===== config.mk =====
export PLATFORM = sky130hd
export DESIGN_NAME = mmio_axi_master_flat
export DESIGN_NICKNAME = d
export VERILOG_FILES = /design/src/rtl/mmio_axi_master_if.sv /design/src/rtl/mmio_axi_master.sv /design/src/flat_wrapper.sv
export SDC_FILE = /design/constraint.sdc
export NUM_CORES = 1
export LEC_CHECK = 0
export BUFFER_PORTS_ARGS = -buffer_cell sky130_fd_sc_hd__buf_2
export CAP_MARGIN = 20
export CORE_AREA = 3 3 127 129
export DETAILED_ROUTE_END_ITERATION = 10
export DIE_AREA = 0 0 130 132
export PLACE_DENSITY = 0.75
export SLEW_MARGIN = 10
export SYNTH_ARGS = -nofsm -noshare
export SYNTH_HDL_FRONTEND = slang
export SYNTH_SLANG_ARGS = --single-unit

===== constraint.sdc =====
create_clock -name clk -period 2.3 [get_ports clk]
set_input_delay 0.345 -clock clk [delete_from_list [all_inputs] [get_ports clk]]
set_output_delay 0.345 -clock clk [all_outputs]
set_load 0.05 [all_outputs]

===== src/rtl/mmio_axi_master_if.sv =====
// AXI4-Lite channels between the MMIO initiator and the peripheral interconnect.
// master: the initiator side; slave: the interconnect side.
interface mmio_axi_master_if #(
    parameter int addr_width = 16
);
    logic [addr_width-1:0] m_axi_awaddr;
    logic                  m_axi_awvalid;
    logic                  m_axi_awready;
    logic [63:0]           m_axi_wdata;
    logic                  m_axi_wvalid;
    logic                  m_axi_wready;
    logic [1:0]            m_axi_bresp;
    logic                  m_axi_bvalid;
    logic                  m_axi_bready;
    logic [addr_width-1:0] m_axi_araddr;
    logic                  m_axi_arvalid;
    logic                  m_axi_arready;
    logic [63:0]           m_axi_rdata;
    logic [1:0]            m_axi_rresp;
    logic                  m_axi_rvalid;
    logic                  m_axi_rready;

    modport master (
        output m_axi_awaddr, m_axi_awvalid, m_axi_wdata, m_axi_wvalid,
        output m_axi_bready, m_axi_araddr, m_axi_arvalid, m_axi_rready,
        input  m_axi_awready, m_axi_wready, m_axi_bresp, m_axi_bvalid,
        input  m_axi_arready, m_axi_rdata, m_axi_rresp, m_axi_rvalid
    );

    modport slave (
        input  m_axi_awaddr, m_axi_awvalid, m_axi_wdata, m_axi_wvalid,
        input  m_axi_bready, m_axi_araddr, m_axi_arvalid, m_axi_rready,
        output m_axi_awready, m_axi_wready, m_axi_bresp, m_axi_bvalid,
        output m_axi_arready, m_axi_rdata, m_axi_rresp, m_axi_rvalid
    );
endinterface


===== src/rtl/mmio_axi_master.sv =====
// Single-outstanding AXI4-Lite initiator for core MMIO loads and stores.
// Optional response timeout with late-response drain: MMIO_AXI_TIMEOUT_EN.
module mmio_axi_master #(
    parameter int addr_width = 16
`ifdef MMIO_AXI_TIMEOUT_EN
  , parameter int timeout = 1024
`endif
) (
    input  logic                  clk,
    input  logic                  rst,
    input  logic                  req_valid,
    output logic                  req_ready,
    input  logic                  req_write,
    input  logic [addr_width-1:0] req_addr,
    input  logic [63:0]           req_wdata,
    output logic                  resp_valid,
    input  logic                  resp_ready,
    output logic [63:0]           resp_rdata,
    output logic                  resp_err,
    mmio_axi_master_if.master     axi
);

    typedef enum logic [2:0] {
        IDLE,
        WRITE,
        READ,
        RESP
`ifdef MMIO_AXI_TIMEOUT_EN
      , DRAIN
`endif
    } state_t;

    state_t                state_q, state_d;
    logic [addr_width-1:0] addr_q, addr_d;
    logic [63:0]           wdata_q, wdata_d;
    logic [63:0]           rdata_q, rdata_d;
    logic                  err_q, err_d;
    logic                  awv_q, awv_d;
    logic                  wv_q, wv_d;
    logic                  arv_q, arv_d;
    logic                  b_hs, r_hs;
`ifdef MMIO_AXI_TIMEOUT_EN
    logic [31:0]           cnt_q, cnt_d;
    logic                  drain_q, drain_d;
    logic                  write_q, write_d;
`endif
    logic                  unused_resp_lsb;

    assign req_ready  = (state_q == IDLE);
    assign resp_valid = (state_q == RESP);
    assign resp_rdata = rdata_q;
    assign resp_err   = err_q;

    assign axi.m_axi_awaddr  = addr_q;
    assign axi.m_axi_araddr  = addr_q;
    assign axi.m_axi_wdata   = wdata_q;
    assign axi.m_axi_awvalid = awv_q;
    assign axi.m_axi_wvalid  = wv_q;
    assign axi.m_axi_arvalid = arv_q;

`ifdef MMIO_AXI_TIMEOUT_EN
    // After a timeout the late B or R is still accepted so the slave can finish.
    assign axi.m_axi_bready = write_q & ((state_q == WRITE) | drain_q);
    assign axi.m_axi_rready = !write_q & ((state_q == READ) | drain_q);
`else
    assign axi.m_axi_bready = (state_q == WRITE);
    assign axi.m_axi_rready = (state_q == READ);
`endif

    assign b_hs = axi.m_axi_bvalid & axi.m_axi_bready;
    assign r_hs = axi.m_axi_rvalid & axi.m_axi_rready;

    // Only the error bit of the response codes matters here.
    assign unused_resp_lsb = axi.m_axi_bresp[0] ^ axi.m_axi_rresp[0];

    // Next-state and datapath: address-channel valids drop after their own handshakes.
    always_comb begin
        state_d = state_q;
        addr_d  = addr_q;
        wdata_d = wdata_q;
        rdata_d = rdata_q;
        err_d   = err_q;
        awv_d   = awv_q;
        wv_d    = wv_q;
        arv_d   = arv_q;
`ifdef MMIO_AXI_TIMEOUT_EN
        cnt_d   = cnt_q;
        drain_d = drain_q;
        write_d = write_q;
`endif
        if (awv_q && axi.m_axi_awready) awv_d = 1'b0;
        if (wv_q && axi.m_axi_wready)   wv_d  = 1'b0;
        if (arv_q && axi.m_axi_arready) arv_d = 1'b0;

        unique case (state_q)
            IDLE: begin
                if (req_valid) begin
                    addr_d  = req_addr;
                    wdata_d = req_wdata;
`ifdef MMIO_AXI_TIMEOUT_EN
                    cnt_d   = 32'd0;
                    write_d = req_write;
`endif
                    if (req_write) begin
                        awv_d   = 1'b1;
                        wv_d    = 1'b1;
                        state_d = WRITE;
                    end else begin
                        arv_d   = 1'b1;
                        state_d = READ;
                    end
                end
            end
            WRITE: begin
                if (b_hs) begin
                    err_d   = axi.m_axi_bresp[1];
                    rdata_d = 64'd0;
                    state_d = RESP;
                end
`ifdef MMIO_AXI_TIMEOUT_EN
                else if (cnt_q == 32'(timeout - 1)) begin
                    err_d   = 1'b1;
                    rdata_d = 64'd0;
                    drain_d = 1'b1;
                    state_d = RESP;
                end else begin
                    cnt_d = cnt_q + 32'd1;
                end
`endif
            end
            READ: begin
                if (r_hs) begin
                    err_d   = axi.m_axi_rresp[1];
                    rdata_d = axi.m_axi_rdata;
                    state_d = RESP;
                end
`ifdef MMIO_AXI_TIMEOUT_EN
                else if (cnt_q == 32'(timeout - 1)) begin
                    err_d   = 1'b1;
                    rdata_d = 64'd0;
                    drain_d = 1'b1;
                    state_d = RESP;
                end else begin
                    cnt_d = cnt_q + 32'd1;
                end
`endif
            end
            RESP: begin
`ifdef MMIO_AXI_TIMEOUT_EN
                if (b_hs || r_hs) drain_d = 1'b0;
                if (resp_ready)
                    state_d = (drain_q && !(b_hs || r_hs)) ? DRAIN : IDLE;
`else
                if (resp_ready) state_d = IDLE;
`endif
            end
`ifdef MMIO_AXI_TIMEOUT_EN
            DRAIN: begin
                if (b_hs || r_hs) begin
                    drain_d = 1'b0;
                    state_d = IDLE;
                end
            end
`endif
            default: state_d = IDLE;
        endcase
    end

    // State and datapath registers; reset abandons any transaction in flight.
    always_ff @(posedge clk or negedge rst) begin
        if (!rst) begin
            state_q <= IDLE;
            addr_q  <= '0;
            wdata_q <= 64'd0;
            rdata_q <= 64'd0;
            err_q   <= 1'b0;
            awv_q   <= 1'b0;
            wv_q    <= 1'b0;
            arv_q   <= 1'b0;
`ifdef MMIO_AXI_TIMEOUT_EN
            cnt_q   <= 32'd0;
            drain_q <= 1'b0;
            write_q <= 1'b0;
`endif
        end else begin
            state_q <= state_d;
            addr_q  <= addr_d;
            wdata_q <= wdata_d;
            rdata_q <= rdata_d;
            err_q   <= err_d;
            awv_q   <= awv_d;
            wv_q    <= wv_d;
            arv_q   <= arv_d;
`ifdef MMIO_AXI_TIMEOUT_EN
            cnt_q   <= cnt_d;
            drain_q <= drain_d;
            write_q <= write_d;
`endif
        end
    end

endmodule


===== src/flat_wrapper.sv =====
// flat-port wrapper written by rule: the top's interface ports become plain ports
module mmio_axi_master_flat 
#(
    parameter int addr_width = 16

)
  (clk, rst, req_valid, req_ready, req_write, req_addr, req_wdata, resp_valid, resp_ready, resp_rdata, resp_err, axi_m_axi_awaddr, axi_m_axi_awvalid, axi_m_axi_wdata, axi_m_axi_wvalid, axi_m_axi_bready, axi_m_axi_araddr, axi_m_axi_arvalid, axi_m_axi_rready, axi_m_axi_awready, axi_m_axi_wready, axi_m_axi_bresp, axi_m_axi_bvalid, axi_m_axi_arready, axi_m_axi_rdata, axi_m_axi_rresp, axi_m_axi_rvalid);
  mmio_axi_master_if #(.addr_width(addr_width)) axi_i ();
  input  logic clk;
  input  logic rst;
  input  logic req_valid;
  output logic req_ready;
  input  logic req_write;
  input  logic [addr_width-1:0] req_addr;
  input  logic [63:0] req_wdata;
  output logic resp_valid;
  input  logic resp_ready;
  output logic [63:0] resp_rdata;
  output logic resp_err;
  output wire logic [$bits(axi_i.m_axi_awaddr)-1:0] axi_m_axi_awaddr;
  output wire logic [$bits(axi_i.m_axi_awvalid)-1:0] axi_m_axi_awvalid;
  output wire logic [$bits(axi_i.m_axi_wdata)-1:0] axi_m_axi_wdata;
  output wire logic [$bits(axi_i.m_axi_wvalid)-1:0] axi_m_axi_wvalid;
  output wire logic [$bits(axi_i.m_axi_bready)-1:0] axi_m_axi_bready;
  output wire logic [$bits(axi_i.m_axi_araddr)-1:0] axi_m_axi_araddr;
  output wire logic [$bits(axi_i.m_axi_arvalid)-1:0] axi_m_axi_arvalid;
  output wire logic [$bits(axi_i.m_axi_rready)-1:0] axi_m_axi_rready;
  input wire logic [$bits(axi_i.m_axi_awready)-1:0] axi_m_axi_awready;
  input wire logic [$bits(axi_i.m_axi_wready)-1:0] axi_m_axi_wready;
  input wire logic [$bits(axi_i.m_axi_bresp)-1:0] axi_m_axi_bresp;
  input wire logic [$bits(axi_i.m_axi_bvalid)-1:0] axi_m_axi_bvalid;
  input wire logic [$bits(axi_i.m_axi_arready)-1:0] axi_m_axi_arready;
  input wire logic [$bits(axi_i.m_axi_rdata)-1:0] axi_m_axi_rdata;
  input wire logic [$bits(axi_i.m_axi_rresp)-1:0] axi_m_axi_rresp;
  input wire logic [$bits(axi_i.m_axi_rvalid)-1:0] axi_m_axi_rvalid;
  assign axi_m_axi_awaddr = axi_i.m_axi_awaddr;
  assign axi_m_axi_awvalid = axi_i.m_axi_awvalid;
  assign axi_m_axi_wdata = axi_i.m_axi_wdata;
  assign axi_m_axi_wvalid = axi_i.m_axi_wvalid;
  assign axi_m_axi_bready = axi_i.m_axi_bready;
  assign axi_m_axi_araddr = axi_i.m_axi_araddr;
  assign axi_m_axi_arvalid = axi_i.m_axi_arvalid;
  assign axi_m_axi_rready = axi_i.m_axi_rready;
  assign axi_i.m_axi_awready = axi_m_axi_awready;
  assign axi_i.m_axi_wready = axi_m_axi_wready;
  assign axi_i.m_axi_bresp = axi_m_axi_bresp;
  assign axi_i.m_axi_bvalid = axi_m_axi_bvalid;
  assign axi_i.m_axi_arready = axi_m_axi_arready;
  assign axi_i.m_axi_rdata = axi_m_axi_rdata;
  assign axi_i.m_axi_rresp = axi_m_axi_rresp;
  assign axi_i.m_axi_rvalid = axi_m_axi_rvalid;
  mmio_axi_master #(.addr_width(addr_width)) u_core (.clk(clk), .rst(rst), .req_valid(req_valid), .req_ready(req_ready), .req_write(req_write), .req_addr(req_addr), .req_wdata(req_wdata), .resp_valid(resp_valid), .resp_ready(resp_ready), .resp_rdata(resp_rdata), .resp_err(resp_err), .axi(axi_i));
endmodule

After elaboration in Yosys (flattened, before gate mapping)
Cells that the tools add are included.
{"block": "totals", "reg_bits": 151, "in_bits": 158}
{"block": "classes", "eq_ne": 7, "n_mux": 24, "bitwise": 2, "reduce_logical": 8}
{"cell": "$mux 64", "n": 2}
{"cell": "$pmux 64 s2", "n": 1}
{"cell": "$mux 1", "n": 14}
{"cell": "$mux 3", "n": 4}
{"cell": "$pmux 3 s4", "n": 1}
{"cell": "$eq 3x2->1 const B", "n": 2}
{"cell": "$ne 2x2->1 const B", "n": 3}
{"cell": "$reduce_and 4->1", "n": 1}
{"cell": "$eq 3x1->1 const B", "n": 1}
{"cell": "$logic_and 1x1->1", "n": 3}
{"cell": "$logic_not 3->1", "n": 1}
{"cell": "$reduce_and 3->1", "n": 1}
{"cell": "$and 1x1->1", "n": 2}
{"cell": "$mux 2", "n": 1}
{"cell": "$ne 2x1->1 const B", "n": 1}
{"cell": "$pmux 1 s2", "n": 1}
{"cell": "$reduce_and 2->1", "n": 1}
{"cell": "$reduce_bool 2->1", "n": 1}

Logic depth before layout (Yosys ltp)
{"block": "logic_depth", "ltp_word": 5, "ltp_mapped": 7, "ltp_nobuf": 5}

Worst setup path before layout
OpenSTA, ideal clock, no wires.
{"block": "synth_path", "path_type": "register -> register", "from": "reg u_core.state_q[0]", "to": "reg u_core.addr_q[0], in the netlist u_core.axi.m_axi_araddr[0]", "setup_time_ns": 0.125, "arrival_ns": 1.860, "t_required_ns": 2.175, "slack_ns": 0.316, "path_stages_with_launch": 6, "n_path_buf": 1, "period_less_slack_ns": 1.984, "path_cell_list": "dfrtp_1 -> inv_1 -> ha_1 -> nand2_2 -> clkbuf_8 -> mux2_2"}
{"block": "synth_via", "elab_chain_len": 2}
{"item": "start, declared", "line_no": "mmio_axi_master.sv:33", "rtl": "state_t state_q, state_d;"}
{"item": "start signal, assigned", "line_no": "mmio_axi_master.sv:186", "rtl": "state_q <= state_d;"}
{"item": "$logic_not 3->1"}
{"item": "via req_ready", "line_no": "flat_wrapper.sv:12", "rtl": "output logic req_ready;"}
{"item": "$reduce_and 2->1 (no line)"}
{"item": "end signal, assigned", "line_no": "mmio_axi_master.sv:187", "rtl": "addr_q <= addr_d;"}
{"item": "end, declared", "line_no": "mmio_axi_master.sv:34", "rtl": "logic [addr_width-1:0] addr_q, addr_d;"}
The timed path passes the listed nets, and every way through them passes these cells.
A chain may end at the register's enable or synchronous reset.

Worst setup path in the final report
{"block": "layout_path", "from": "reg u_core.state_q[1]", "to": "out req_ready"}
{"block": "layout_via", "elab_chain_len": 1}
{"item": "$logic_not 3->1", "line_no": "mmio_axi_master.sv:49", "rtl": "assign req_ready = (state_q == IDLE);"}
{"item": "end, declared", "line_no": "flat_wrapper.sv:12"}
No other way between the ends.

==> qor.txt <==
status -> completed
I/O pin cnt -> 326
Synth area leaders -> dfrtp_1 (59%), mux2_2 (14%), mux2i_1 (10%)
critical path required time -> 1960 ps
post-cts sizing count -> 0
setup TNS -> 0 ps
FMAX -> 488 MHz
pre-CTS setup slack -> 304 ps
Routed WL per cell -> 15.0 um
ys async rst share -> 100%
Placer Congestion -> 0.766
Max-Cap Viols -> 0
CTS Buf Count -> 17
min Tclk post-route -> 2050 ps
Mapped Cells -> 491
CP Class -> flip-flop to primary output
Power, Total -> 0.0158 W
peak supply drop -> 0.823 mV
pin slew with the least headroom to its limit -> 482 ps
worst r2r src -> u_core.state_q[0]$_DFFE_PN0P_
Antenna diodes -> 0
H-tree Lvls -> 4
top cell type's share of synthesized area -> 58.7%
Warnings, synthesis -> 0
CTS tree -> done
initial antenna violation count -> 0
Hold Crit Class -> input pin to flip-flop
first-pass iteration count of the detailed router -> 4
Avg Synthesized Cell Area -> 13.0 um^2
DRC Markers -> 0
post-DP HPWL -> 11400 um
Hold Crit Start -> axi_m_axi_wready
crit path max fanout -> 6
Leak -> 4.59 nW
final worst-path cycle share -> 89.1%
row count -> 45
Mapped Nets -> 655
vias in the first global route -> 4802
synthesis-to-layout area growth -> 36.1%
max_slew headroom -> 67.8%
Finished Core Util -> 57.4%
CP endpoint kind -> primary output
dpl cell area -> 8090 um^2
most common cell in the netlist -> dfrtp_1
Syn Std Cell Area -> 6390 um^2
final setup fails -> 0
die area -> 17200 um^2
PwrDens -> 1820 nW/um^2
GRT Util Overall -> 17.5%
largest net degree at the start of global routing -> 52
layout cells sized above 1 -> 55.2%
Clock Sinks -> 150
Yosys top cell by area -> dfrtp_1
Commonest cells post-synth -> dfrtp_1 (150), mux2_2 (82), inv_1 (70)
Final ANT Viol Nets -> 0
Final nets -> 972
final wirelength -> 15100 um
first-pass GRT wire length -> 23700 um
deepest clock path buffer count -> 2
post-synth cell types -> 25
synthesis-stage register bit count -> 150
type of origin of the critical path -> flip-flop
Hold Path Stages -> 2
worst-skew pair later-pin latency -> 420 ps
R2R depth -> 6
GRT overflow -> 0
total vias in the final route -> 4613
Final Cell Area -> 8700 um^2
core area -> 15100 um^2
Initial Util -> 42.2%
clk slew on worst S/H paths -> 60 ps
Post-synth EDFFs -> 0
Worst Setup SP -> u_core.state_q[1]$_DFFE_PN0P_
Post-synth top flop -> dfrtp_1
PnR worst setup slack -> 250 ps
Chip Width -> 130 um
# Post-CTS Setup Buffers -> 0
Post-Route Skew -> 7.36 ps
# port buffers -> 323
Final Max Slew Viols -> 0
Root Buffer -> clkbuf_16
worst endpoint data arrival time -> 1700 ps
Die Y -> 132 um
RSZ-0062 raised after global routing -> false
initial DRC count -> 150
final hold viol count -> 0
vias per cell -> 4.58
sequential-to-total area share from yosys stat -> 58.7%
## layout make-up
cell class                 count  area, um^2
fill                        1288        6450
clock buffer                  20         457
sequential                   150        3750
inverter                      70         263
tap                          188         235
multi-input combinational    233        2030
clock inverter                11         145
timing repair buffer         336        1810
## repair_timing
| action | 4_1_cts | 5_1_grt |
|---|---|---|
| setup endpoints to repair | 0 | 0 |
| endpoints found under the hold margin | 48 | 0 |
| hold buffers | 1 | 0 |
## where the power goes
part,switching (W),total [W],internal [W]
registers,0.000508,0.00420,0.00369
logic,0.00626,0.00882,0.00256
clock network,0.00107,0.00283,0.00176
total,0.00783,0.0158,0.00801
## kinds of logic (layout without fill, tap and decap cells)
kind of cell               after synthesis  count (layout)  synth area share [%]
adders and majority gates                6               6                  1.17
and+or+nand+nor                         73              73                  4.86
buffers and inverters                  108             437                  9.54
AOI/OAI and AO/OA                        6               6                 0.881
DFF                                    150             150                  58.7
muxes                                  148             148                  24.8
## through the flow
step | instances | hold WS [ps]
6_report | 1008 | 113
5_1_grt | 1008 | 88.2
4_1_cts | 1008 | 96.0
3_5_place_dp | 976 | 328
3_3_place_gp | 976 | 330
2_1_floorplan | 491 | 49.4
## sequential cells by signal, indices dropped and copies added (netlist names)
name	flops
u_core.axi.m_axi_wdata	64
u_core.axi.m_axi_awvalid	1
u_core.axi.m_axi_araddr	16
u_core.resp_err	1
u_core.resp_rdata	64
u_core.state_q	2
u_core.axi.m_axi_arvalid	1
u_core.axi.m_axi_wvalid	1
## metal layers
metal	global-route usage (%)	vias up	part of all wire (%)
li1	-	2193	-
met1	19.1	2184	39
met2	30.7	199	50
met3	5.71	37	7.5
met4	7.74	0	3.3
met5	0	-	0
## critical path, cell delays in order (launching register included)
cell and delay, ps:
dfrtp_1 430, inv_1 130, ha_1 370, buf_2 360
## path summary, 6_finish.rpt
check	to	slack (ps)
max	req_ready	250
min reg2reg	u_core.axi.m_axi_wdata[45]$_DFFE_PN0P_	500
min	u_core.axi.m_axi_wvalid$_DFF_PN0_	110
min in group asynchronous	u_core.axi.m_axi_wdata[1]$_DFFE_PN0P_	470
max in group asynchronous	u_core.resp_rdata[3]$_DFFE_PN0P_	1200
max reg2reg	u_core.resp_rdata[58]$_DFFE_PN0P_	300
## placed cells by master, fill, tap and decap left out, types with 3 or more instances in the layout
| master | Yosys | final |
|---|---|---|
| dfrtp_1 | 150 | 150 |
| bufinv_16 | 0 | 3 |
| inv_1 | 70 | 70 |
| nand2_1 | 64 | 64 |
| ha_1 | 6 | 5 |
| mux2_2 | 82 | 82 |
| buf_4 | 17 | 5 |
| buf_2 | 1 | 322 |
| mux2i_1 | 65 | 65 |
| clkinv_2 | 0 | 4 |
| buf_12 | 0 | 7 |
| inv_6 | 0 | 3 |
| clkbuf_16 | 0 | 17 |
Note: power is estimated with default switching activity, not from simulation.
